## config.mk

```make
export PLATFORM = sky130hd
export DESIGN_NAME = reg_writeback
export DESIGN_NICKNAME = d
export VERILOG_FILES = /design/src/rtl/reg_writeback.sv
export SDC_FILE = /design/constraint.sdc
export NUM_CORES = 1
export LEC_CHECK = 0
export ABC_AREA = 0
export ABC_CLOCK_PERIOD_IN_PS = 2500
export CELL_PAD_IN_SITES_DETAIL_PLACEMENT = 0
export CELL_PAD_IN_SITES_GLOBAL_PLACEMENT = 2
export CORE_AREA = 4 4 162 133
export CTS_CLUSTER_DIAMETER = 150
export DETAILED_ROUTE_END_ITERATION = 6
export DIE_AREA = 0 0 166 137
export PLACE_DENSITY = 0.78
export SYNTH_ARGS = -nofsm -noshare
export SYNTH_HDL_FRONTEND = slang
export SYNTH_SLANG_ARGS = --single-unit
export TNS_END_PERCENT = 100
```

## constraint.sdc

```tcl
create_clock -name clk -period 2.5 [get_ports clk]
set_input_delay 0.25 -clock clk [delete_from_list [all_inputs] [get_ports clk]]
set_output_delay 0.25 -clock clk [all_outputs]
set_load 0.02 [all_outputs]
```

## src/rtl/reg_writeback.sv

```systemverilog
// Register-file write-port controller: ALU results take priority, and loads are buffered in a FIFO.
// Hazard reporting to decode is compiled in only when WB_HAZARD_EN is defined.
module reg_writeback #(
    parameter int DEPTH      = 4,
    parameter int STARVE_MAX = 3
) (
    input  logic        clk,
    input  logic        rst_n,
    input  logic        alu_valid,
    input  logic [4:0]  alu_reg,
    input  logic [31:0] alu_data,
    output logic        alu_stall,
    input  logic        ld_valid,
    output logic        ld_ready,
    input  logic [4:0]  ld_reg,
    input  logic [31:0] ld_data,
    output logic [4:0]  write_reg,
    output logic        reg_write_flag,
    output logic [31:0] data,
    input  logic [4:0]  read_reg1,
    input  logic [4:0]  read_reg2,
    output logic        busy1,
    output logic        busy2
);
    localparam int PW = $clog2(DEPTH);
    localparam int CW = PW + 1;
    localparam logic [CW-1:0] FULL_CNT   = CW'(DEPTH);
    localparam logic [3:0]    STARVE_LIM = 4'(STARVE_MAX);

    logic [4:0]    mem_reg_q  [DEPTH];
    logic [31:0]   mem_data_q [DEPTH];
    logic [PW-1:0] rd_ptr_q, rd_ptr_d;
    logic [PW-1:0] wr_ptr_q, wr_ptr_d;
    logic [CW-1:0] count_q, count_d;
    logic [3:0]    starve_q, starve_d;
    logic          rdy_q;
    logic          write_flag_q, write_flag_d;
    logic [4:0]    write_reg_q, write_reg_d;
    logic [31:0]   data_q, data_d;

    logic          empty, full, push, pop, sel_valid;
    logic [4:0]    sel_reg;
    logic [31:0]   sel_data;

    assign empty    = (count_q == '0);
    assign full     = (count_q == FULL_CNT);
    // rdy_q keeps ld_ready low during reset and until the first edge after release
    assign ld_ready = rdy_q && !full;
    assign push     = ld_valid && ld_ready;
    assign pop      = !alu_valid && !empty;

    assign alu_stall      = (starve_q == STARVE_LIM);
    assign reg_write_flag = write_flag_q;
    assign write_reg      = write_reg_q;
    assign data           = data_q;

    always_comb begin
        sel_valid = 1'b0;
        sel_reg   = '0;
        sel_data  = '0;
        if (alu_valid) begin
            sel_valid = 1'b1;
            sel_reg   = alu_reg;
            sel_data  = alu_data;
        end else if (!empty) begin
            sel_valid = 1'b1;
            sel_reg   = mem_reg_q[rd_ptr_q];
            sel_data  = mem_data_q[rd_ptr_q];
        end

        // r0 writes are consumed but never issued; the output registers keep their last value
        write_flag_d = sel_valid && (sel_reg != 5'd0);
        write_reg_d  = write_flag_d ? sel_reg  : write_reg_q;
        data_d       = write_flag_d ? sel_data : data_q;

        rd_ptr_d = pop  ? rd_ptr_q + PW'(1) : rd_ptr_q;
        wr_ptr_d = push ? wr_ptr_q + PW'(1) : wr_ptr_q;

        count_d = count_q;
        if (push && !pop) begin
            count_d = count_q + CW'(1);
        end else if (pop && !push) begin
            count_d = count_q - CW'(1);
        end

        if (empty || pop) begin
            starve_d = '0;
        end else if (starve_q == STARVE_LIM) begin
            starve_d = starve_q;
        end else begin
            starve_d = starve_q + 4'd1;
        end
    end

    always_ff @(posedge clk or negedge rst_n) begin
        if (!rst_n) begin
            rd_ptr_q     <= '0;
            wr_ptr_q     <= '0;
            count_q      <= '0;
            starve_q     <= '0;
            rdy_q        <= 1'b0;
            write_flag_q <= 1'b0;
            write_reg_q  <= '0;
            data_q       <= '0;
        end else begin
            rd_ptr_q     <= rd_ptr_d;
            wr_ptr_q     <= wr_ptr_d;
            count_q      <= count_d;
            starve_q     <= starve_d;
            rdy_q        <= 1'b1;
            write_flag_q <= write_flag_d;
            write_reg_q  <= write_reg_d;
            data_q       <= data_d;
        end
    end

    // Storage needs no reset: count_q alone decides which entries are live
    always_ff @(posedge clk) begin
        if (push) begin
            mem_reg_q[wr_ptr_q]  <= ld_reg;
            mem_data_q[wr_ptr_q] <= ld_data;
        end
    end

`ifdef WB_HAZARD_EN
    logic busy1_c, busy2_c;

    always_comb begin
        busy1_c = 1'b0;
        busy2_c = 1'b0;
        for (int i = 0; i < DEPTH; i++) begin
            if (CW'(i) < count_q) begin
                if (mem_reg_q[rd_ptr_q + PW'(i)] == read_reg1) busy1_c = 1'b1;
                if (mem_reg_q[rd_ptr_q + PW'(i)] == read_reg2) busy2_c = 1'b1;
            end
        end
        if (write_flag_q && (write_reg_q == read_reg1)) busy1_c = 1'b1;
        if (write_flag_q && (write_reg_q == read_reg2)) busy2_c = 1'b1;
        if (read_reg1 == 5'd0) busy1_c = 1'b0;
        if (read_reg2 == 5'd0) busy2_c = 1'b0;
    end

    assign busy1 = busy1_c;
    assign busy2 = busy2_c;
`else
    logic unused_hazard_inputs;
    assign unused_hazard_inputs = ^{read_reg1, read_reg2};
    assign busy1 = 1'b0;
    assign busy2 = 1'b0;
`endif

endmodule

```

# Yosys cells after proc, flatten, opt, wreduce, memory -nomap -nowiden
# Memory sizes are Yosys's and may differ from the RTL's.
# Index checks and enable logic that the tools add are counted.
# W data, S select, Z words.
# totals
reg_bits	50
latchBits	0
mem_bits_rw	148
romBits	0
input_bits	88
elab_cells	45
memories	2
# classes
addsub	5
mul	0
n_div	0
magnitude_cmp	0
n_eq_ne	3
shift	0
n_mux	12
bitwise	0
n_reduce_logical	15
# memory_table
memory	words	word_bits	read_ports	rd_ports_with_merged_regs	write_ports	line_no	rtl
mem_data_q	4	32	1	0	1	31	logic [31:0] mem_data_q [DEPTH];
mem_reg_q	4	5	1	0	1	30	logic [4:0] mem_reg_q [DEPTH];
# op_table
cell	count
$mux W32	2
$mux W5	2
$mux W4	2
$logic_and A1 B1 Y1	6
$mux W3	2
$logic_not A1 Y1	5
$reduce_bool A5 Y1	1
$add A2 B1 Y2 const B	2
$add A4 B1 Y4 const B	1
$eq A4 B2 Y1 const B	1
$mux W1	4
$add A3 B1 Y3 const B	1
$eq A3 B3 Y1 const B	1
$logic_not A3 Y1	1
$sub A3 B1 Y3 const B	1
$ne A2 B1 Y1 const B	1
$reduce_bool A2 Y1	1
$logic_or A1 B1 Y1	1

# Depth between registers and ports, before layout
# Gate-level depths: netlist (run 1).
# depth
depth_word	8
depth_mapped	9
ltp_nobuf	9

# Worst setup path after synthesis (run 1)
# No wires, ideal clock.
# synth_path
path_type	register -> register
from	reg count_q[0]
to	mem mem_data_q[0][0], enable pin
setup_ns	0.398
t_arrival_ns	1.988
slack_ns	0.114
stages_incl_launch_ff	4
synth_period_minus_slack_ns	2.386
cell_sequence	dfrtp_1 > nor2_1 > a21boi_1 > and3_1
# synth_between
elab_chain_cells	6
# synth_lines
item	line_no	rtl
from (decl)	34	logic [CW-1:0] count_q, count_d;
from (signal assigned)	108	count_q <= count_d;
$eq A3 B3 Y1	46	assign full = (count_q == FULL_CNT);
$logic_not A1 Y1	48	assign ld_ready = rdy_q && !full;
$logic_and A1 B1 Y1	48	
via ld_ready	14	output logic ld_ready,
$logic_and A1 B1 Y1	49	assign push = ld_valid && ld_ready;
$mux W1	119	if (push) begin
$mux W1 (implied by the code)	121	mem_data_q[wr_ptr_q] <= ld_data;
to (decl)	31	
# The timed path passes the listed nets, and every way through them passes these cells.

# Final worst setup path (run 1)
# layout_path
from	reg count_q[0]
to	reg count_q[2]
# layout_between
elab_chain_cells	7
# layout_lines
item
branches (longest 7 deep; another with $sub A3 B1 Y3)
# Parallel ways; which one is timed is not known. The select of a mux whose other input is x is not followed.
# A chain may end at the register's enable or synchronous reset.

==> metrics.md, run 1 <==
| Metric | Value |
|---|---|
| Status | finished clean |
| # rows | 46 |
| Pre-CTS WS | 0.135 ns |
| Largest Register | mem_data_q |
| Ratio of cells with drive above 1 in the final layout | 24.9% |
| Number of levels in the clock H-tree | 4 |
| Root Driver | clkbuf_16 |
| Total track usage | 14.4% |
| Final Cell Area | 10,000 sq um |
| Dominant cell type by area after synthesis | edfxtp_1 |
| Mapped Area | 7860 sq um |
| CTS clock-pin slew for the worst setup and hold paths | 0.07 ns |
| Via total after detailed routing | 3,982 |
| Hold crit path type | in -> reg |
| Fin nets | 612 |
| Synthesized flop and latch total | 198 |
| Starting DRT DRC Count | 250 |
| Leak | 3.63 nW |
| Post-DP HPWL | 9.93 mm |
| Clock sink count | 198 |
| Xor/xnor share of the synthesized area | 0.891% |
| Vias in the first global route | 4,451 |
| CTS tree | done |
| VDD IR-drop max | 0.000682 V |
| Die area | 22,700 sq um |
| CTS Buf Count | 17 |
| Setup Buffers After CTS | 0 |
| Synth area leaders | edfxtp_1 57%, dfrtp_1 16%, mux4_2 11% |
| Final hold vios | 0 |
| Vias/cell | 5.01 |
| Unrepaired setup endpoints after global routing | no |
| Synth Area in Compound Gates | 5.01% |
| Sum of negative setup slack | 0 ns |
| Mux contribution to synthesized area | 16.8% |
| Die X | 166 um |
| Synth Area in Simple Gates | 1.62% |
| Worst setup SP type | flop |
| Detailed-route wire length | 15.8 mm |
| Total core area | 19,700 sq um |
| Synth Area per Inst | 20.5 sq um |
| Worst-path maximum fanout | 4 |
| Yosys cell types | 39 |
| I/O Pins | 130 |
| Fin Clk Skew | 0.0127 ns |
| Antenna violations before repair | 2 |
| Clk Latency, worst-skew pair | 0.43 ns |
| Die Y | 137 um |
| Remaining global-route overflow | 0 |
| First drt pass iteration count | 6 |
| Final period util | 94.7% |
| FMAX | 423 MHz |
| Placed insts | 761 |
| Setup crit end kind | flop |
| Synth top area share | 56.5% |
| Port bufs | 117 |
| Largest net degree at the start of global routing | 39 |
| Routed len/inst | 19.9 um |
| Critical Path RT | 2.85 ns |
| Main combinational cell family by area after synthesis | multiplexers |
| Fin. max-slew vios | 0 |
| Slew HR | 62.2% |
| DRC Markers | 0 |
| First-pass GRT wire length | 24.9 mm |
| Sequential area share after synthesis | 72.5% |
| Antenna Nets Post-Route | 0 |
| GPL Wtd Cong | 0.712 |
| Max-cap violations | 0 |
| Synth-to-Final Area Change | 27.6% |
| Placed instance area | 9430 sq um |
| Pwr/cell area | 1060 nW/um^2 |
| Critical path class | reg -> reg |
| Final setup violation count | 0 |
| Max reg flops | 128 |
| Design Power | 10.6 mW |
| CTS max path bufs | 2 |
| Worst-margin pin slew | 0.566 ns |
| Post-route minimum period | 2.37 ns |
| Synth Instances | 384 |
| Initial Util | 39.8% |
| Non-Filler Instances | 795 |
| Yosys Warn Count | 0 |
| Adder-Cell Fraction of Synth Area | 1.21% |
| Fin worst setup slack | 0.133 ns |
| Arr. time, crit path | 2.72 ns |
-- metrics by stage --
step | hold WS [ns] | utilization, %
floorplan | -0.0456 | -
global placement | 0.273 | 47.8
detailed placement | 0.274 | 47.8
CTS | 0.208 | 50.8
global route | 0.246 | 50.8
finish | 0.238 | 50.8
-- cell families (layout without fill, tap and decap cells) --
kind of cell               Yosys count  in the layout
xor gates and xnor gates             8              8
muxes                               72             72
other                                2              4
adders and majority gates            7              7
AOI/OAI and AO/OA                   46             46
and+or+nand+nor                     21             21
buffers and inverters               30            175
DFF                                198            198
-- layout make-up --
type | count | area (sq um)
clock inverters | 14 | 139
repair buffers | 134 | 1350
inverters | 9 | 33.8
clock buffers | 18 | 439
well taps | 264 | 330
fillers | 1603 | 9720
diodes | 1 | 2.50
flip-flops and latches | 198 | 5700
multi-input cells | 157 | 2030
-- timing repair --
action                                  CTS  global route
hold buffers                              1             0
endpoints found under the setup margin    1             0
endpoints found under the hold margin    22             0
resized for setup                         1             0
-- per-layer routing --
layer | up-vias | GRT usage (%) | part of all wire, %
met2 | 110 | 23.9 | 49
met4 | 2 | 4.90 | 1.3
li1 | 1807 | - | -
met5 | - | 0 | 0.051
met3 | 21 | 3.93 | 5.5
met1 | 2042 | 18.5 | 44
-- path summary, 6_finish.rpt --
| check | start | endpoint | slack (ns) | cells after the start |
|---|---|---|---|---|
| max | count_q[0]$_DFFE_PN0P_ | count_q[2]$_DFFE_PN0P_ | 0.13 | 9 |
| max in group asynchronous | rst_n | data[8]$_DFFE_PN0P_ | 1.38 | 3 |
| min in group asynchronous | rst_n | data[21]$_DFFE_PN0P_ | 0.36 | 2 |
| min | alu_valid | write_reg[4]$_DFFE_PN0P_ | 0.24 | 4 |
| min reg2reg | count_q[2]$_DFFE_PN0P_ | count_q[2]$_DFFE_PN0P_ | 0.51 | 1 |
| max reg2reg | count_q[0]$_DFFE_PN0P_ | count_q[2]$_DFFE_PN0P_ | 0.13 | 9 |
-- power by group --
group	total, mW	switching, mW	internal (mW)	leakage [nW]
registers	4.50	0.336	4.17	1.94
logic	3.43	1.57	1.85	1.41
clock network	2.67	1.24	1.43	0.275
-- cell usage in the layout (no fill, tap or decap), types with 4 or more instances in the layout --
cell	instances
inv_1	8
xor2_1	4
buf_4	11
ha_1	6
a22o_1	32
clkbuf_16	17
dfrtp_1	48
clkdlybuf4s50_1	115
edfxtp_1	148
xnor2_1	4
mux2_4	25
and3_2	4
buf_12	5
clkinvlp_4	4
o21ai_1	4
mux2_2	8
mux4_2	37
nor2_1	5
a22oi_1	4
-- critical path: stages (launching register included) --
cell and delay (ns):
dfrtp_1 0.44, or3_1 0.42, and2_2 0.23, inv_2 0.11, ha_1 0.20, inv_1 0.08
fa_1 0.38, xor2_1 0.17, nor2_1 0.11, xor2_1 0.15
-- cell usage after synthesis --
cell and instances:
nor3b_1 1, clkbuf_1 10, conb_1 2, nor4_4 1
nand2_1 3, nand3_1 1, a21oi_1 1, buf_4 3
o211ai_4 1, mux2i_1 1, edfxtp_1 148, dfrtp_1 50
and2_1 2, nand2b_1 1, inv_2 1, nor2_1 5
mux2_1 1, o21ai_1 4, mux4_2 37, a21boi_1 1
o211ai_1 1, a22o_1 32, buf_1 2, inv_1 8
ha_1 6, a22oi_1 4, o41ai_2 1, buf_6 3
xnor2_1 4, mux2_2 8, or3_1 1, fa_1 1
nand3b_1 1, buf_2 3, mux2_4 25, xor2_1 4
a31oi_1 1, and3_1 4, and2_0 1
(Power assumes the default switching activity.)
==> run 2, diff against run 1 <==
--- a/config.mk
+++ b/config.mk
@@ -6,13 +6,14 @@
 export NUM_CORES = 1
 export LEC_CHECK = 0
 export ABC_AREA = 0
-export ABC_CLOCK_PERIOD_IN_PS = 2500
+export ABC_CLOCK_PERIOD_IN_PS = 2240
 export CELL_PAD_IN_SITES_DETAIL_PLACEMENT = 0
 export CELL_PAD_IN_SITES_GLOBAL_PLACEMENT = 2
 export CORE_AREA = 4 4 162 133
 export CTS_CLUSTER_DIAMETER = 150
 export DETAILED_ROUTE_END_ITERATION = 6
 export DIE_AREA = 0 0 166 137
+export GPL_ROUTABILITY_DRIVEN = 0
 export PLACE_DENSITY = 0.78
 export SYNTH_ARGS = -nofsm -noshare
 export SYNTH_HDL_FRONTEND = slang
==> constraint.sdc (replaced) <==
create_clock -name clk -period 2.24 [get_ports clk]
set_input_delay 0.224 -clock clk [delete_from_list [all_inputs] [get_ports clk]]
set_output_delay 0.224 -clock clk [all_outputs]
set_load 0.02 [all_outputs]
==> run 2 against run 1 <==
Effect of this change:
- sequential power grew 11%
- register-to-register slack worse by 0.12 ns
- via count is 1.0% higher
- critical endpoint is now data[9]$_DFFE_PN0P_
- largest power group unchanged
==> metrics.md, run 2 (synthesis gave the netlist of run 1 again) <==
| Metric | Value |
|---|---|
| Via total after detailed routing | 4,023 (+1.0%) |
| Worst setup SP type | flop |
| Ratio of cells with drive above 1 in the final layout | 25.7% (+0.79 points) |
| Routed len/inst | 19.8 um (-0.46%) |
| CTS clock-pin slew for the worst setup and hold paths | 0.07 ns (about the same) |
| Max reg flops | 128 (unchanged) |
| Clock sink count | 198 (unchanged) |
| Final hold vios | 0 (unchanged) |
| Leak | 3.71 nW (+2.4%) |
| VDD IR-drop max | 0.000576 V (-16%) |
| # rows | 46 (unchanged) |
| Fin worst setup slack | 0.0119 ns (-0.121 ns) |
| Most frequent cells in the layout | 148 x edfxtp_1, 114 x clkdlybuf4s50_1, 48 x dfrtp_1 |
| Setup crit end kind | flop |
| DRC Markers | 0 (unchanged) |
| Initial Util | 39.8% (unchanged) |
| Critical Path RT | 2.54 ns (-0.31 ns) |
| CTS Buf Count | 17 (unchanged) |
| Largest Register | mem_data_q |
| Post-DP HPWL | 10.2 mm (+2.8%) |
| Port bufs | 117 (unchanged) |
| Worst-margin pin slew | 0.623 ns (+0.0566 ns) |
| I/O Pins | 130 (unchanged) |
| Vias in the first global route | 4,450 (-0.022%) |
| Detailed-route wire length | 15.9 mm (+0.79%) |
| CTS tree | done |
| Die X | 166 um (unchanged) |
| First-pass GRT wire length | 25.0 mm (about the same) |
| Pwr/cell area | 1180 nW/um^2 (+12%) |
| Final setup violation count | 0 (unchanged) |
| Arr. time, crit path | 2.53 ns (-0.19 ns) |
| CTS max path bufs | 2 (unchanged) |
| Filler Cells Inserted | 1,603 (unchanged) |
| Diodes inserted | 0 (-1) |
| Largest net degree at the start of global routing | 38 (-2.6%) |
| Commonest non-fill, non-tap cell in the layout | edfxtp_1 |
| Number of levels in the clock H-tree | 4 (unchanged) |
| Synth-to-Final Area Change | 29.0% |
| Antenna Nets Post-Route | 0 (unchanged) |
| Critical path class | reg -> reg |
| Fin nets | 623 (+1.8%) |
| Hold crit path type | in -> reg |
| Clk Latency, worst-skew pair | 0.42 ns (about the same) |
| Root Driver | clkbuf_16 |
| Pre-CTS WS | -0.0315 ns (-0.167 ns) |
| Post-route minimum period | 2.23 ns (-0.139 ns) |
| Sum of negative setup slack | 0 ns (unchanged) |
| Vias/cell | 5.00 (-0.23%) |
| Final period util | 99.5% (+4.8 points) |
| FMAX | 449 MHz (+6.2%) |
| Fin Clk Skew | 0.0158 ns (+0.00314 ns) |
| Design Power | 12.0 mW (+13%) |
| Total track usage | 14.5% (+0.069 points) |
| Remaining global-route overflow | 0 (unchanged) |
| Unrepaired setup endpoints after global routing | yes |
| Antenna violations before repair | 0 (-2) |
| Die Y | 137 um (unchanged) |
| Worst-path maximum fanout | 20 (+16) |
| Starting DRT DRC Count | 247 (-1.2%) |
| Final Cell Area | 10,100 sq um (+1.1%) |
| Max-cap violations | 0 (unchanged) |
| Status | finished clean |
| First drt pass iteration count | 4 (-2) |
| Die area | 22,700 sq um (unchanged) |
| Fin util | 51.3% (+0.56 points) |
| Total core area | 19,700 sq um (unchanged) |
| Fin. max-slew vios | 0 (unchanged) |
| Slew HR | 58.5% (-3.8 points) |
| Placed instance area | 9530 sq um (+1.1%) |
run 2: cell count changes in the layout (fill, tap and decap cells not counted), moves of 2 or more:
cell        delta
clkinv_1       +2
buf_4          +8
buf_12         +3
clkinvlp_4     -4
clkbuf_1       +3
inv_8          -3
run 2: final cells by class:
| class | instances | area (sq um) | area share (%) |
|---|---|---|---|
| clock inverter | 12 | 126 | 1.25 |
| inverter | 9 | 33.8 | 0.333 |
| clock buffer | 20 | 437 | 4.31 |
| timing repair buffer | 145 | 1480 | 14.6 |
| tap | 264 | 330 | 3.26 |
| multi-input combinational | 157 | 2030 | 20.1 |
| sequential | 198 | 5700 | 56.2 |
run 2: layer usage:
metal	wire (um)	vias to the layer above	track usage [%]
met3	838	11	4.45
met5	0	-	0
met4	145	0	3.62
li1	-	1827	-
met1	7070	2087	18.9
met2	7870	98	23.9
run 2: worst max-delay path, cell delays in order (launching register included):
cell      delay (ns)
dfrtp_2         0.44
buf_12          0.13
mux4_2          0.54
nor4_4          0.30
o211ai_4        0.14
buf_12          0.20
mux2_4          0.31
run 2: power breakdown:
part / total [mW] / switching, mW / internal, mW
Clock: 2.93 / 1.28 / 1.65
Sequential: 4.99 / 0.338 / 4.65
Combinational: 4.05 / 1.84 / 2.21
Total: 12.0 / 3.46 / 8.51
run 2: path summary, 6_finish.rpt:
path	start	depth (start not counted)	endpoint	slack (ns)
setup / recovery	rd_ptr_q[0]$_DFFE_PN0P_	6	data[9]$_DFFE_PN0P_	0.01
hold / removal	alu_valid	4	write_reg[4]$_DFFE_PN0P_	0.21
setup reg to reg	rd_ptr_q[0]$_DFFE_PN0P_	6	data[9]$_DFFE_PN0P_	0.01
hold reg to reg	data[12]$_DFFE_PN0P_	1	data[12]$_DFFE_PN0P_	0.51
max in group asynchronous	rst_n	3	rd_ptr_q[1]$_DFFE_PN0P_	1.27
min in group asynchronous	rst_n	2	data[23]$_DFFE_PN0P_	0.34
run 2: timing repair:
| item | 4_1_cts | 5_1_grt |
|---|---|---|
| endpoints found under the setup margin | 25 | 27 |
| hold endpoints to repair | 21 | 0 |
| cloned | 0 | 0 |
| pin swaps | 1 | 0 |
| buffers inserted | 2 | 1 |
| hold buffers | 1 | 0 |
| resized for setup | 1 | 2 |
run 2: metrics by stage:
| stage | instances | hold slack, ns |
|---|---|---|
| global placement | 769 | 0.251 |
| finish | 805 | 0.211 |
| global route | 805 | 0.213 |
| CTS | 804 | 0.182 |
| detailed placement | 769 | 0.274 |
| floorplan | 385 | -0.0716 |
==> run 3, diff against run 2 <==
--- a/config.mk
+++ b/config.mk
@@ -7,12 +7,10 @@
 export LEC_CHECK = 0
 export ABC_AREA = 0
 export ABC_CLOCK_PERIOD_IN_PS = 2240
-export CELL_PAD_IN_SITES_DETAIL_PLACEMENT = 0
-export CELL_PAD_IN_SITES_GLOBAL_PLACEMENT = 2
-export CORE_AREA = 4 4 162 133
+export CORE_AREA = 2 2 140 114
 export CTS_CLUSTER_DIAMETER = 150
 export DETAILED_ROUTE_END_ITERATION = 6
-export DIE_AREA = 0 0 166 137
+export DIE_AREA = 0 0 142 116
 export GPL_ROUTABILITY_DRIVEN = 0
 export PLACE_DENSITY = 0.78
 export SYNTH_ARGS = -nofsm -noshare
==> run 3 against run 2 <==
Effect of this change:
- the run now ends with negative setup slack left
- clock skew is 0.0077 ns lower
- global-route usage is 5.5 points higher
- sequential power about the same
==> metrics.md, run 3 (synthesis gave the netlist of run 1 again) <==
| Metric | Value |
|---|---|
| Vias/cell | 5.63 (+13%) |
| Vias in the first global route | 4,390 (-1.3%) |
| Final setup violation count | 7 (+7) |
| First drt pass iteration count | 6 (+2) |
| Global route hottest layer | met2 |
| Status | finished with violations |
| Initial Util | 52.5% (+13 points) |
| Ratio of cells with drive above 1 in the final layout | 25.8% (+0.14 points) |
| Largest net degree at the start of global routing | 51 (+34%) |
| Commonest non-fill, non-tap cell in the layout | edfxtp_1 |
| Leak | 3.68 nW (-0.99%) |
| Final hold slack | 0.181 ns (-0.0302 ns) |
| Clk Latency, worst-skew pair | 0.43 ns (about the same) |
| Die area | 16,500 sq um (-28%) |
| GR met2 Demand/Resource | 34.3% (+10 points) |
| Fin util | 66.9% (+16 points) |
| Critical Path RT | 2.56 ns (+0.02 ns) |
| Clock sink count | 198 (unchanged) |
| Die X | 142 um (-14%) |
| Final hold vios | 0 (unchanged) |
| Pwr/cell area | 1190 nW/um^2 (+0.64%) |
| Via total after detailed routing | 4,092 (+1.7%) |
| CTS tree | done |
| GRT met1 Usage | 24.6% (+5.7 points) |
| Fin worst setup slack | -0.0134 ns (-0.0252 ns) |
| I/O Pins | 130 (unchanged) |
| Filler Cells Inserted | 960 (-40%) |
| Max-cap violations | 0 (unchanged) |
| Synth-to-Final Area Change | 27.3% |
| CTS max path bufs | 2 (unchanged) |
| Largest Register | mem_data_q |
| Violated checks | negative setup slack |
| Hold crit path type | in -> reg |
| Post-DP HPWL | 9.26 mm (-9.3%) |
| Post-route minimum period | 2.25 ns (+0.0252 ns) |
| CTS Buf Count | 17 (unchanged) |
| Total track usage | 20.0% (+5.5 points) |
| Design Power | 11.9 mW (-0.66%) |
| Die Y | 116 um (-15%) |
| Routed len/inst | 21.0 um (+6.4%) |
| Most frequent cells in the layout | 148 x edfxtp_1, 114 x clkdlybuf4s50_1, 48 x dfrtp_1 |
| Antenna violations before repair | 1 (+1) |
| FMAX | 444 MHz (-1.1%) |
| Sum of negative setup slack | -0.0564 ns (-0.0564 ns) |
| Non-Filler Instances | 727 (-9.7%) |
| Unrepaired setup endpoints after global routing | yes |
| Port bufs | 117 (unchanged) |
| Diodes inserted | 0 (unchanged) |
| CTS clock-pin slew for the worst setup and hold paths | 0.07 ns (about the same) |
| Final period util | 101% (+1.1 points) |
| VDD IR-drop max | 0.000714 V (+24%) |
| Placed insts | 690 (-10%) |
| Fin Clk Skew | 0.00816 ns (-0.00766 ns) |
| Max reg flops | 128 (unchanged) |
| Remaining global-route overflow | 0 (unchanged) |
| Antenna Nets Post-Route | 0 (unchanged) |
| Arr. time, crit path | 2.57 ns (+0.04 ns) |
| Fin nets | 620 (-0.48%) |
| First-pass GRT wire length | 23.6 mm (-5.3%) |
| Met3 global-route usage | 5.74% (+1.3 points) |
| Setup crit end kind | flop |
| Detailed-route wire length | 15.3 mm (-3.9%) |
| Worst setup SP type | flop |
| Root Driver | clkbuf_16 |
| # rows | 40 (-13%) |
| Critical path class | reg -> reg |
| Worst-path maximum fanout | 20 (unchanged) |
| Fin. max-slew vios | 0 (unchanged) |
| DRC Markers | 0 (unchanged) |
| Number of levels in the clock H-tree | 4 (unchanged) |
| Starting DRT DRC Count | 259 (+4.9%) |
| Total core area | 15,000 sq um (-24%) |
## run 3: path summary, 6_finish.rpt
check	cells after the start	start	to	slack (ns)
hold / removal	4	alu_valid	write_reg[4]$_DFFE_PN0P_	0.18
hold reg to reg	1	data[24]$_DFFE_PN0P_	data[24]$_DFFE_PN0P_	0.51
min in group asynchronous	3	rst_n	data[28]$_DFFE_PN0P_	0.32
setup reg to reg	6	rd_ptr_q[0]$_DFFE_PN0P_	data[11]$_DFFE_PN0P_	-0.01
setup / recovery	6	rd_ptr_q[0]$_DFFE_PN0P_	data[11]$_DFFE_PN0P_	-0.01
max in group asynchronous	3	rst_n	rd_ptr_q[0]$_DFFE_PN0P_	1.65
## run 3: power breakdown
part	total, mW	switching [mW]	internal (mW)
Sequential	4.98	0.327	4.65
Combinational	3.98	1.82	2.16
Clock	2.93	1.29	1.64
Total	11.9	3.43	8.46
## run 3: what timing repair did
item / CTS / global route
setup endpoints to repair: 3 / 35
buffers inserted: 4 / 0
gates cloned: 0 / 0
endpoints found under the hold margin: 50 / 0
pin swaps: 1 / 0
gates resized for setup: 0 / 5
hold buffers: 1 / 0
## run 3: metrics by stage
step	area (sq um)	setup slack [ns]
floorplan	7870	0.0251
global placement	9380	0.0312
detailed placement	9380	-0.00337
CTS	9990	0.0128
global route	10000	-0.0627
finish	10000	-0.0134
## run 3: cell type report
cell class	count	area, sq um	area share [%]
clock buffers	20	437	4.36
clock inverters	12	131	1.31
inverters	9	33.8	0.338
multi-input cells	157	2040	20.3
flip-flops and latches	198	5700	57.0
well taps	189	236	2.36
repair buffers	142	1430	14.3
## run 3: routing by layer
layer / up-vias / share of wire (%)
li1: 1820 / -
met1: 2129 / 41
met2: 120 / 52
met3: 21 / 5.6
met4: 2 / 1.5
met5: - / 0.052
## run 3: worst max-delay path, stage by stage, from the launching register on
cell and delay, ns:
dfrtp_2 0.40, buf_4 0.13, mux4_2 0.55, nor4_4 0.37, o211ai_4 0.14, buf_12 0.20
mux2_4 0.32
